$ cat config.mk
export PLATFORM = sky130hd
export DESIGN_NAME = pwm_meas
export DESIGN_NICKNAME = d
export VERILOG_FILES = /design/src/rtl/pwm_meas.sv
export SDC_FILE = /design/constraint.sdc
export NUM_CORES = 1
export LEC_CHECK = 0
export ABC_AREA = 1
export CORE_ASPECT_RATIO = 0.6
export CORE_MARGIN = 8
export CORE_UTILIZATION = 49
export CTS_BUF_LIST = sky130_fd_sc_hd__clkbuf_8
export CTS_CLUSTER_SIZE = 8
export DETAILED_ROUTE_END_ITERATION = 7
export PLACE_DENSITY = 0.72
export SYNTH_ARGS = -nofsm -noshare
export SYNTH_HDL_FRONTEND = slang
export SYNTH_SLANG_ARGS = --single-unit
$ cat constraint.sdc
create_clock -name clk_i -period 2.9 [get_ports clk_i]
set_input_delay 0.435 -clock clk_i [delete_from_list [all_inputs] [get_ports clk_i]]
set_output_delay 0.435 -clock clk_i [all_outputs]
set_load 0.005 [all_outputs]
$ cat src/rtl/pwm_meas.sv
// pwm_meas: measures high time and period of an asynchronous PWM input in clk_i cycles,
// flagging a stuck input when no edge arrives before the counters saturate.
module pwm_meas #(
  parameter int SIZE_OF_VALUE = 8
) (
  input  logic                     clk_i,
  input  logic                     rst_i,
  input  logic                     en_i,
  input  logic                     pwm_i,
  output logic [SIZE_OF_VALUE:0]   value_o,
  output logic [SIZE_OF_VALUE:0]   period_o,
  output logic                     valid_o,
  output logic                     stuck_o,
  output logic                     level_o
);
  localparam int CW = SIZE_OF_VALUE + 1;
  localparam logic [CW-1:0] MAX = '1;
  typedef enum logic [1:0] {IDLE, ARM, HIGH, LOW} state_t;
  state_t state_q, state_d;
  logic s1, s2, h;
  logic [2:0] sv;
  logic [CW-1:0] hc_q, hc_d, pc_q, pc_d, value_d, period_d;
  logic valid_d, stuck_d, level_d, rise, fall, tmo;
  // rise is masked until the history flop holds a real sample, so reset cannot fake an edge
  assign rise = s2 & ~h & sv[2];
  assign fall = ~s2 & h;
  always_ff @(posedge clk_i) begin
    if (!rst_i) begin
      {s1, s2, h, sv} <= '0;
      state_q <= IDLE;
      hc_q <= '0;
      pc_q <= '0;
      value_o <= '0;
      period_o <= '0;
      valid_o <= 1'b0;
      stuck_o <= 1'b0;
      level_o <= 1'b0;
    end else begin
      {h, s2, s1} <= {s2, s1, pwm_i};
      sv <= {sv[1:0], 1'b1};
      state_q <= state_d;
      hc_q <= hc_d;
      pc_q <= pc_d;
      value_o <= value_d;
      period_o <= period_d;
      valid_o <= valid_d;
      stuck_o <= stuck_d;
      level_o <= level_d;
    end
  end
  always_comb begin
    state_d = state_q;
    hc_d = hc_q;
    pc_d = pc_q;
    value_d = value_o;
    period_d = period_o;
    stuck_d = stuck_o;
    level_d = level_o;
    valid_d = 1'b0;
    tmo = 1'b0;
    if (!en_i) begin
      state_d = IDLE;
      hc_d = '0;
      pc_d = '0;
    end else begin
      case (state_q)
        IDLE: begin
          state_d = ARM;
          hc_d = '0;
          pc_d = '0;
        end
        ARM: begin
          if (rise) begin
            state_d = HIGH;
            hc_d = 1;
            pc_d = 1;
          end else if (pc_q == MAX) tmo = 1'b1;
          else pc_d = pc_q + 1'b1;
        end
        HIGH: begin
          if (pc_q == MAX) tmo = 1'b1;
          else if (fall) begin
            state_d = LOW;
            pc_d = pc_q + 1'b1;
          end else begin
            hc_d = hc_q + 1'b1;
            pc_d = pc_q + 1'b1;
          end
        end
        default: begin
          if (rise) begin
            state_d = HIGH;
            value_d = hc_q;
            period_d = pc_q;
            stuck_d = 1'b0;
            level_d = 1'b0;
            valid_d = 1'b1;
            hc_d = 1;
            pc_d = 1;
          end else if (pc_q == MAX) tmo = 1'b1;
          else pc_d = pc_q + 1'b1;
        end
      endcase
    end
    // a timeout restarts the wait at 1 so repeated stuck results are exactly MAX cycles apart
    if (tmo) begin
      state_d = ARM;
      hc_d = '0;
      pc_d = 1;
      value_d = {CW{s2}};
      period_d = MAX;
      stuck_d = 1'b1;
      level_d = s2;
      valid_d = 1'b1;
    end
  end
endmodule
* Word level (Yosys, flattened, before mapping)
Cells that the tools add are included.
** Storage, ports and cells
- Output and inout bits :: 21
- Flip-flop bits (word level) :: 47
- Bits of input ports :: 4
- Word-level logic and storage cells :: 81
** Cells by class
- $add $sub $neg :: 2
- Muxes and demuxes :: 37
- Equal/unequal tests :: 10
- Reductions and logical operators :: 10
- Bitwise gates (word level) :: 7
** Operators by type and width (number)
- 9-bit two-way mux :: 13
- 9-bit case mux with 2 select lines :: 2
- 9-bit by 1-bit adder with 9-bit output (second input constant) :: 2
- 1-bit two-way mux :: 17
- 3-bit AND reduction :: 4
- 9-bit == test (second input constant) :: 1
- 4-bit != test (second input constant) :: 2
- 2-bit two-way mux :: 3
- 2-bit != test (second input constant) :: 3
- 3-bit OR reduction :: 2
- 5-bit by 1-bit != test with 1-bit output (second input constant) :: 1
- 1-bit inverter :: 4
- 2-bit case mux with 2 select lines :: 1
- 2-bit nonzero test :: 2
- 1-bit bitwise AND :: 3
- 3-bit nonzero test :: 1
- 2-bit by 1-bit == test with 1-bit output (second input constant) :: 1
- 2-bit == test (second input constant) :: 1
- 2-bit logical NOT :: 1
- 2-bit by 1-bit != test with 1-bit output (second input constant) :: 1
- 1-bit case mux with 2 select lines :: 1

* Longest topological paths before layout
Gate-level depths: netlist of run 1.
- Word-level depth :: 8
- Gate-level depth with buffers :: 11
- Depth with buffers taken out :: 10

* Least setup slack after synthesis of run 1
OpenSTA, ideal clock, no wires.
- Path kind :: register to register
- Start point :: register pc_q[0]
- End point :: register value_o[3]
- Path buffers :: 1
- Library setup time :: 0.113 ns
- Stages on the path, launching flop included :: 12
- Data arrival time :: 1.513 ns
- Required time :: 2.787 ns
- Period minus slack after synthesis :: 1.626 ns
- Path slack :: 1.274 ns
- Cells stage by stage :: dfxtp_1 -> ha_1 -> nand2_1 -> nor2_4 -> nand2_4 -> nor2_8 -> nand3_4 -> buf_2 -> nand2_1 -> inv_1 -> nor2_1 -> nor2_1
** Between the ends
- Cells in the longest elaborated chain, start to end :: 7
- Elaborated cells between the ends (all ways) :: 10
- Those cells by class :: 2 x eq/ne; 5 x mux; 3 x reduce/logical
** Ends and longest elaborated chain
- from (decl) :: RTL line 22 : logic [CW-1:0] hc_q, hc_d, pc_q, pc_d, value_d, period_d;
- from (signal assigned) :: RTL line 43 : pc_q <= pc_d;
- 9-bit == test * :: RTL line 77, 81, 100
- 1-bit two-way mux * :: RTL line 77, 81, 100
- 1-bit two-way mux :: RTL line 91 : if (rise) begin
- 1-bit case mux with 2 select lines * :: RTL line 66 : case (state_q)
- 1-bit two-way mux * :: RTL line 61 : if (!en_i) begin
- 2-bit by 1-bit != test with 1-bit output (no line) / 2-bit nonzero test (equally long branches)
- 3-bit AND reduction (no line)
- to (signal assigned) :: RTL line 44 : value_o <= value_d;
- to (decl) :: RTL line 10 : output logic [SIZE_OF_VALUE:0] value_o,
Every way passes the cells marked *; elsewhere a longest branch is shown, timed or not.
A chain may end at the register's enable or synchronous reset.

* Worst setup path in the final report of run 1
- Start point :: register pc_q[0]
- End point :: register value_o[8]
The elaborated chain is that of the path after synthesis.

==> results of run 1 <==
[placed cells by master (no fill, tap or decap), types with 2 or more instances in the layout]
cell,synthesis,layout
buf_4,0,2
xnor2_1,2,2
dfxtp_1,47,47
nand3_1,25,25
clkdlybuf4s50_1,0,24
nor2_1,24,24
ha_1,2,2
inv_1,26,26
clkbuf_8,0,6
a31oi_1,3,3
nor3_1,4,4
a21oi_1,27,27
o21ai_1,4,4
nand2_1,73,73
nand2_2,2,2
nor2_2,4,4
inv_2,4,4
o21ai_0,7,7
xor2_1,8,8
nand4_1,3,3
[sequential cells by signal, indices dropped and copies added (netlist names)]
| signal | cells |
|---|---|
| s1 | 1 |
| pc_q | 9 |
| s2 | 1 |
| stuck_o | 1 |
| state_q | 2 |
| hc_q | 9 |
| period_o | 9 |
| h | 1 |
| valid_o | 1 |
| value_o | 9 |
| sv | 3 |
| level_o | 1 |
[cells in the mapped netlist (3+ instances only)]
| cell type | instances | share of area, % |
|---|---|---|
| clkbuf_1 | 4 | 0.72 |
| nand4_1 | 3 | 0.90 |
| inv_2 | 4 | 0.72 |
| o21ai_1 | 4 | 0.96 |
| a31oi_1 | 3 | 0.90 |
| nor2_1 | 24 | 4.3 |
| o21ai_0 | 7 | 1.7 |
| inv_1 | 26 | 4.7 |
| xor2_1 | 8 | 3.4 |
| a21oi_1 | 27 | 6.5 |
| nor2_2 | 4 | 1.2 |
| dfxtp_1 | 47 | 45 |
| nor3_1 | 4 | 0.96 |
| nand3_1 | 25 | 6.0 |
| nand2_1 | 73 | 13 |
[power by group through the flow]
stage                     Combinational (mW)  Sequential (mW)  Clock, mW
after floorplan                       0.0268            0.670          0
after global placement                0.0415            0.671          0
after detailed placement              0.0417            0.671          0
after CTS                             0.0420            0.656      0.430
after global routing                  0.0468            0.657      0.462
final                                 0.0417            0.656      0.420
[tightest hold or removal path: stages, from the launching register on]
cell,delay (ps)
dfxtp_1,310
nand2_1,40
inv_1,40
[layout make-up]
| class | count | area, um^2 | share of cell area (%) |
|---|---|---|---|
| well taps | 60 | 75.1 | 3.04 |
| multi-input cells | 196 | 983 | 39.8 |
| clock inverters | 2 | 16.3 | 0.658 |
| repair buffers | 26 | 255 | 10.3 |
| clock buffers | 6 | 82.6 | 3.34 |
| inverters | 31 | 118 | 4.76 |
| flip-flops and latches | 47 | 941 | 38.1 |
[cells by family (layout without fill, tap and decap cells)]
family          Yosys count  after routing  share of synthesized area, %
fa+ha+maj                 2              2                          1.20
buf+inv                  38             65                          7.40
compound gates           42             42                          10.4
flops                    47             47                          45.3
xor+xnor                 10             10                          4.21
simple gates            142            142                          31.5
[routing by layer]
metal | wire, um | vias up | track usage [%]
li1 | - | 948 | -
met5 | 0 | - | 0
met4 | 48 | 0 | 3.93
met2 | 1810 | 56 | 20.6
met1 | 2440 | 837 | 21.2
met3 | 339 | 7 | 4.52
[worst max path at each step]
| stage | start | endpoint | slack [ps] | cells past startpoint |
|---|---|---|---|---|
| floorplan | pc_q[0]$_SDFF_PN0_ | value_o[3]$_SDFFE_PN0P_ | 1270 | 11 |
| global placement | en_i | value_o[8]$_SDFFE_PN0P_ | 850 | 6 |
| detailed placement | pc_q[0]$_SDFF_PN0_ | value_o[0]$_SDFFE_PN0P_ | 780 | 10 |
| CTS | pc_q[0]$_SDFF_PN0_ | value_o[8]$_SDFFE_PN0P_ | 750 | 10 |
| global route | pc_q[0]$_SDFF_PN0_ | value_o[8]$_SDFFE_PN0P_ | 510 | 10 |
| finish | pc_q[0]$_SDFF_PN0_ | value_o[8]$_SDFFE_PN0P_ | 730 | 10 |
==> flow_summary.ini, run 1 <==
[grt]
grt_max_degree = 23
grt.total_usage_pct = 14.8
grt_pass1_vias = 1620
antenna_found_initial = 0
grt_pass1_wl_mm = 7.86
grt_remaining_overflow = 0

[finish]
fin_area_mm2 = 0.00247
syn_to_final_growth_pct = 18.9
instances_no_fill = 368
num_antenna_cells = 0
final_util_pct = 60.3
drive_above_1_share_pct = 9.09
num-fill-cells = 398
nets = 313

[drt]
drt_wl_total_mm = 4.64
drtIter0Drc = 174
via_count = 1848
post-route-drc-count = 0
first_pass_iters = 4
routed_via_density = 5.02
ant_nets = 0
routedWlPerCell_um = 12.6

[logic_synthesis]
yosys_warnings = 0
avgSynthCellArea_um2 = 7.40
ys.flop_type = dfxtp_1
ys_ff_latch = 47
synth-async-reset-ratio_pct = 0
syn-num-nets = 287
synth_cells = 281
yosysSeqAreaShare_pct = 45.3
ys_types = 29
syn_area_mm2 = 0.00208
synth_edf_count = 0

[worst_setup_path]
path_buf_inv = 0
r2r_end = value_o[8]$_SDFFE_PN0P_
crit_required_ps = 3100
cpPeakStageDelay_ps = 430
cpMaxStageDelayCell = dfxtp_1
cp-start-kind = register
endpoint_kind = register
cp_max_fo = 22
rr_worst_depth = 10
cp.arrival_ps = 2370
crit_type = register to register
cp_top_family = simple AND/OR/NAND/NOR gates
r2r-start = pc_q[0]$_SDFF_PN0_
path_cells = ha_1 > nand2_1 > nor2_4 > nand2_4 > nor2_8 > nand3_4 > nand2_2 > nand2_1 > nor2_1 > nor2_1
rrSetupSlack_ps = 730

[pwr]
intPower_uw = 858
powerDensity_mw_per_mm2 = 452
clock_power_share_pct = 37.6
p_comb_share_pct = 3.7
power_mw = 1.12
vdd_drop_max_uv = 260
switchingPower_uw = 259
swShare_pct = 23.2
leakagePower_nw = 1.03
p_seq_share_pct = 58.7

[cts]
cts_buffers = 5
clockRootBuffer = clkbuf_8
clock_latency_ps = 300
ctsHoldBuffers = 0
htree_num_levels = 2
cts_resized = 0
cts_setup_buffers = 0
cts_max_path_buffers = 2
cts_tree = yes
cts.sinks = 47
clk_pin_slew_ps = 90

[placed_design]
post-dp-hpwl_mm = 3.36
portBuffers = 24
post-place-ws_ps = 779
place_congestion = 0.872
place_area_mm2 = 0.00237
numPlacedInstances = 360

[die]
num_rows = 18
initial_core_util_pct = 50.7
core_area_mm2 = 0.00410
die_w_um = 100
die-area_mm2 = 0.00665
chipHeight_um = 66.4
io_pins = 25

[sta]
fmax_ghz = 0.461
hold_slack_ps = 415
clock_skew_ps = 11.3
period_needed_ps = 2170
slew_headroom_pct = 68.7
finalSetupViolCount = 0
worst_pin_slew_ps = 468
fin_ws_ps = 729
fin_crit_sh_pct = 74.9
finalMaxSlewViolations = 0
rsz0062_at_grt = false
hold_violations = 0
tns_ps = 0

[hold_path]
hp-class = register to register
whs_endpoint = s2$_SDFF_PN0_
worstHoldStart = s1$_SDFF_PN0_
hold-path-cell-count = 2

[run]
drv_cap = 0

[status]
status = finished clean
No activity file was read; power rests on OpenSTA's default activity.
==> inputs of run 2 (changes only) <==
Settings changed: PLACE_DENSITY 0.72 to 0.75.
Clock period 2.9 ns to 1.9 ns, I/O delays scaled along.
==> run 2 against run 1 <==
Total power grew 49%; die area unchanged; critical path depth stayed put; utilization rose by 2.0 points; sequential share of layout area down 1.1 points; largest cell class unchanged; maximum frequency grew 25%; sequential power up 52%; routed wire length rose by 0.73%; critical path type unchanged; critical endpoint unchanged; setup slack worse by 570 ps.
==> flow_summary.ini, run 2 (synthesized netlist as in run 1, its figures left out) <==
[sta]
period_needed_ps = 1740
hold_slack_ps = 425
fin_crit_sh_pct = 91.4
clock_skew_ps = 6.69
worst_pin_slew_ps = 400
finalSetupViolCount = 0
fmax_ghz = 0.576
finalMaxSlewViolations = 0
hold_violations = 0
rsz0062_at_grt = false
slew_headroom_pct = 73.3
tns_ps = 0

[finish]
syn_to_final_growth_pct = 22.8
final_util_pct = 62.2
layout_commonest_cell = nand2_1
instances_no_fill = 378
num_antenna_cells = 0
final_cell_mix = nand2_1, dfxtp_1, a21oi_1
nets = 324
drive_above_1_share_pct = 12.6

[drt]
routedWlPerCell_um = 12.4
met2RoutedLength_mm = 1.79
drt_wl_total_mm = 4.67
via_count = 1888
post-route-drc-count = 0
wl_met3_um = 326
first_pass_iters = 5
met1_length_mm = 2.52
ant_nets = 0
routed.top_layer = met4
drtIter0Drc = 213
routed_via_density = 4.99

[placed_design]
post-dp-hpwl_mm = 3.48
numPlacedInstances = 370
place_congestion = 0.847
portBuffers = 24

[die]
die_w_um = 100
initial_core_util_pct = 50.7
core_area_mm2 = 0.00410
chipHeight_um = 66.4
num_rows = 18
io_pins = 25
die-area_mm2 = 0.00665

[cts]
cts_tree = yes
clk_pin_slew_ps = 80
ctsHoldBuffers = 0
cts_buffers = 5
cts_max_path_buffers = 2
htree_num_levels = 2
clock_latency_ps = 300
cts.sinks = 47
clockRootBuffer = clkbuf_8

[worst_setup_path]
cp-start-kind = register
rrSetupSlack_ps = 160
r2r_end = value_o[8]$_SDFFE_PN0P_
crit_required_ps = 2100
cp.arrival_ps = 1930
crit_type = register to register
rr_worst_depth = 10
cp_max_fo = 9
r2r-start = pc_q[1]$_SDFF_PP0_
endpoint_kind = register

[grt]
antenna_found_initial = 0
grt.total_usage_pct = 15.4
grt_pass1_wl_mm = 8.20
grt_pass1_vias = 1683
grt_max_degree = 18
grt_remaining_overflow = 0

[pwr]
powerDensity_mw_per_mm2 = 654
vdd_drop_max_uv = 446
leakagePower_nw = 1.08

[hold_path]
hp-class = register to register
whs_endpoint = s2$_SDFF_PN0_
worstHoldStart = s1$_SDFF_PN0_
hold-path-cell-count = 2

[run]
drv_cap = 0

[status]
status = finished clean
==> run 2: changes by cell type in the layout (fill, tap and decap cells not counted), sizes merged <==
cell,change
clkinvlp,-1
buf,+11
==> run 2: power by group <==
group | total, mW | internal [mW] | switching, mW | leakage [nW]
combinational | 0.0721 | 0.0240 | 0.0482 | 0.651
sequential | 0.998 | 0.993 | 0.00524 | 0.381
clock | 0.598 | 0.286 | 0.312 | 0.0470
total | 1.67 | 1.30 | 0.366 | 1.08
==> run 2: how the worst max path moves through the flow <==
stage / start / end / depth (start not counted)
2_1_floorplan: pc_q[0]$_SDFF_PN0_ / value_o[3]$_SDFFE_PN0P_ / 11
3_3_place_gp: pc_q[1]$_SDFF_PP0_ / value_o[8]$_SDFFE_PN0P_ / 10
3_5_place_dp: pc_q[1]$_SDFF_PP0_ / value_o[8]$_SDFFE_PN0P_ / 10
4_1_cts: pc_q[1]$_SDFF_PP0_ / value_o[8]$_SDFFE_PN0P_ / 10
5_1_grt: pc_q[1]$_SDFF_PP0_ / value_o[0]$_SDFFE_PN0P_ / 11
6_report: pc_q[1]$_SDFF_PP0_ / value_o[8]$_SDFFE_PN0P_ / 10
==> run 2: area by class of cell <==
cell class	count	area (um^2)
repair buffers	37	338
multi-input cells	196	991
clock buffers	6	82.6
well taps	60	75.1
flip-flops and latches	47	942
fillers	368	1550
clock inverters	1	5.00
inverters	31	118
==> run 2: timing repair <==
item                       4_1_cts  5_1_grt
pin swaps                        0        1
resized for setup                1        2
setup endpoints to repair        1        9
buffers inserted                 0        1
==> run 2: stage by stage <==
stage	setup slack [ps]	instance area, um^2	power (mW)
6_report	163	2550	1.67
2_1_floorplan	274	2080	1.06
5_1_grt	24.1	2550	1.75
3_5_place_dp	13.6	2450	1.09
3_3_place_gp	135	2450	1.09
4_1_cts	44.1	2540	1.69
==> run 2: critical path, stage by stage, from the launching register on <==
cell and delay, ps:
dfxtp_2 370, ha_2 210, nand2_1 90, nor2_4 160, nand2_4 90, nor2_8 160
nand3_4 120, nand2_4 120, nand2_1 140, nor2_1 130, nor2_1 60
==> run 2: layer usage <==
layer / GRT usage, % / up-vias
met3: 4.94 / 3
li1: - / 973
met2: 20.3 / 50
met4: 4.49 / 0
met1: 22.6 / 862
met5: 0 / -
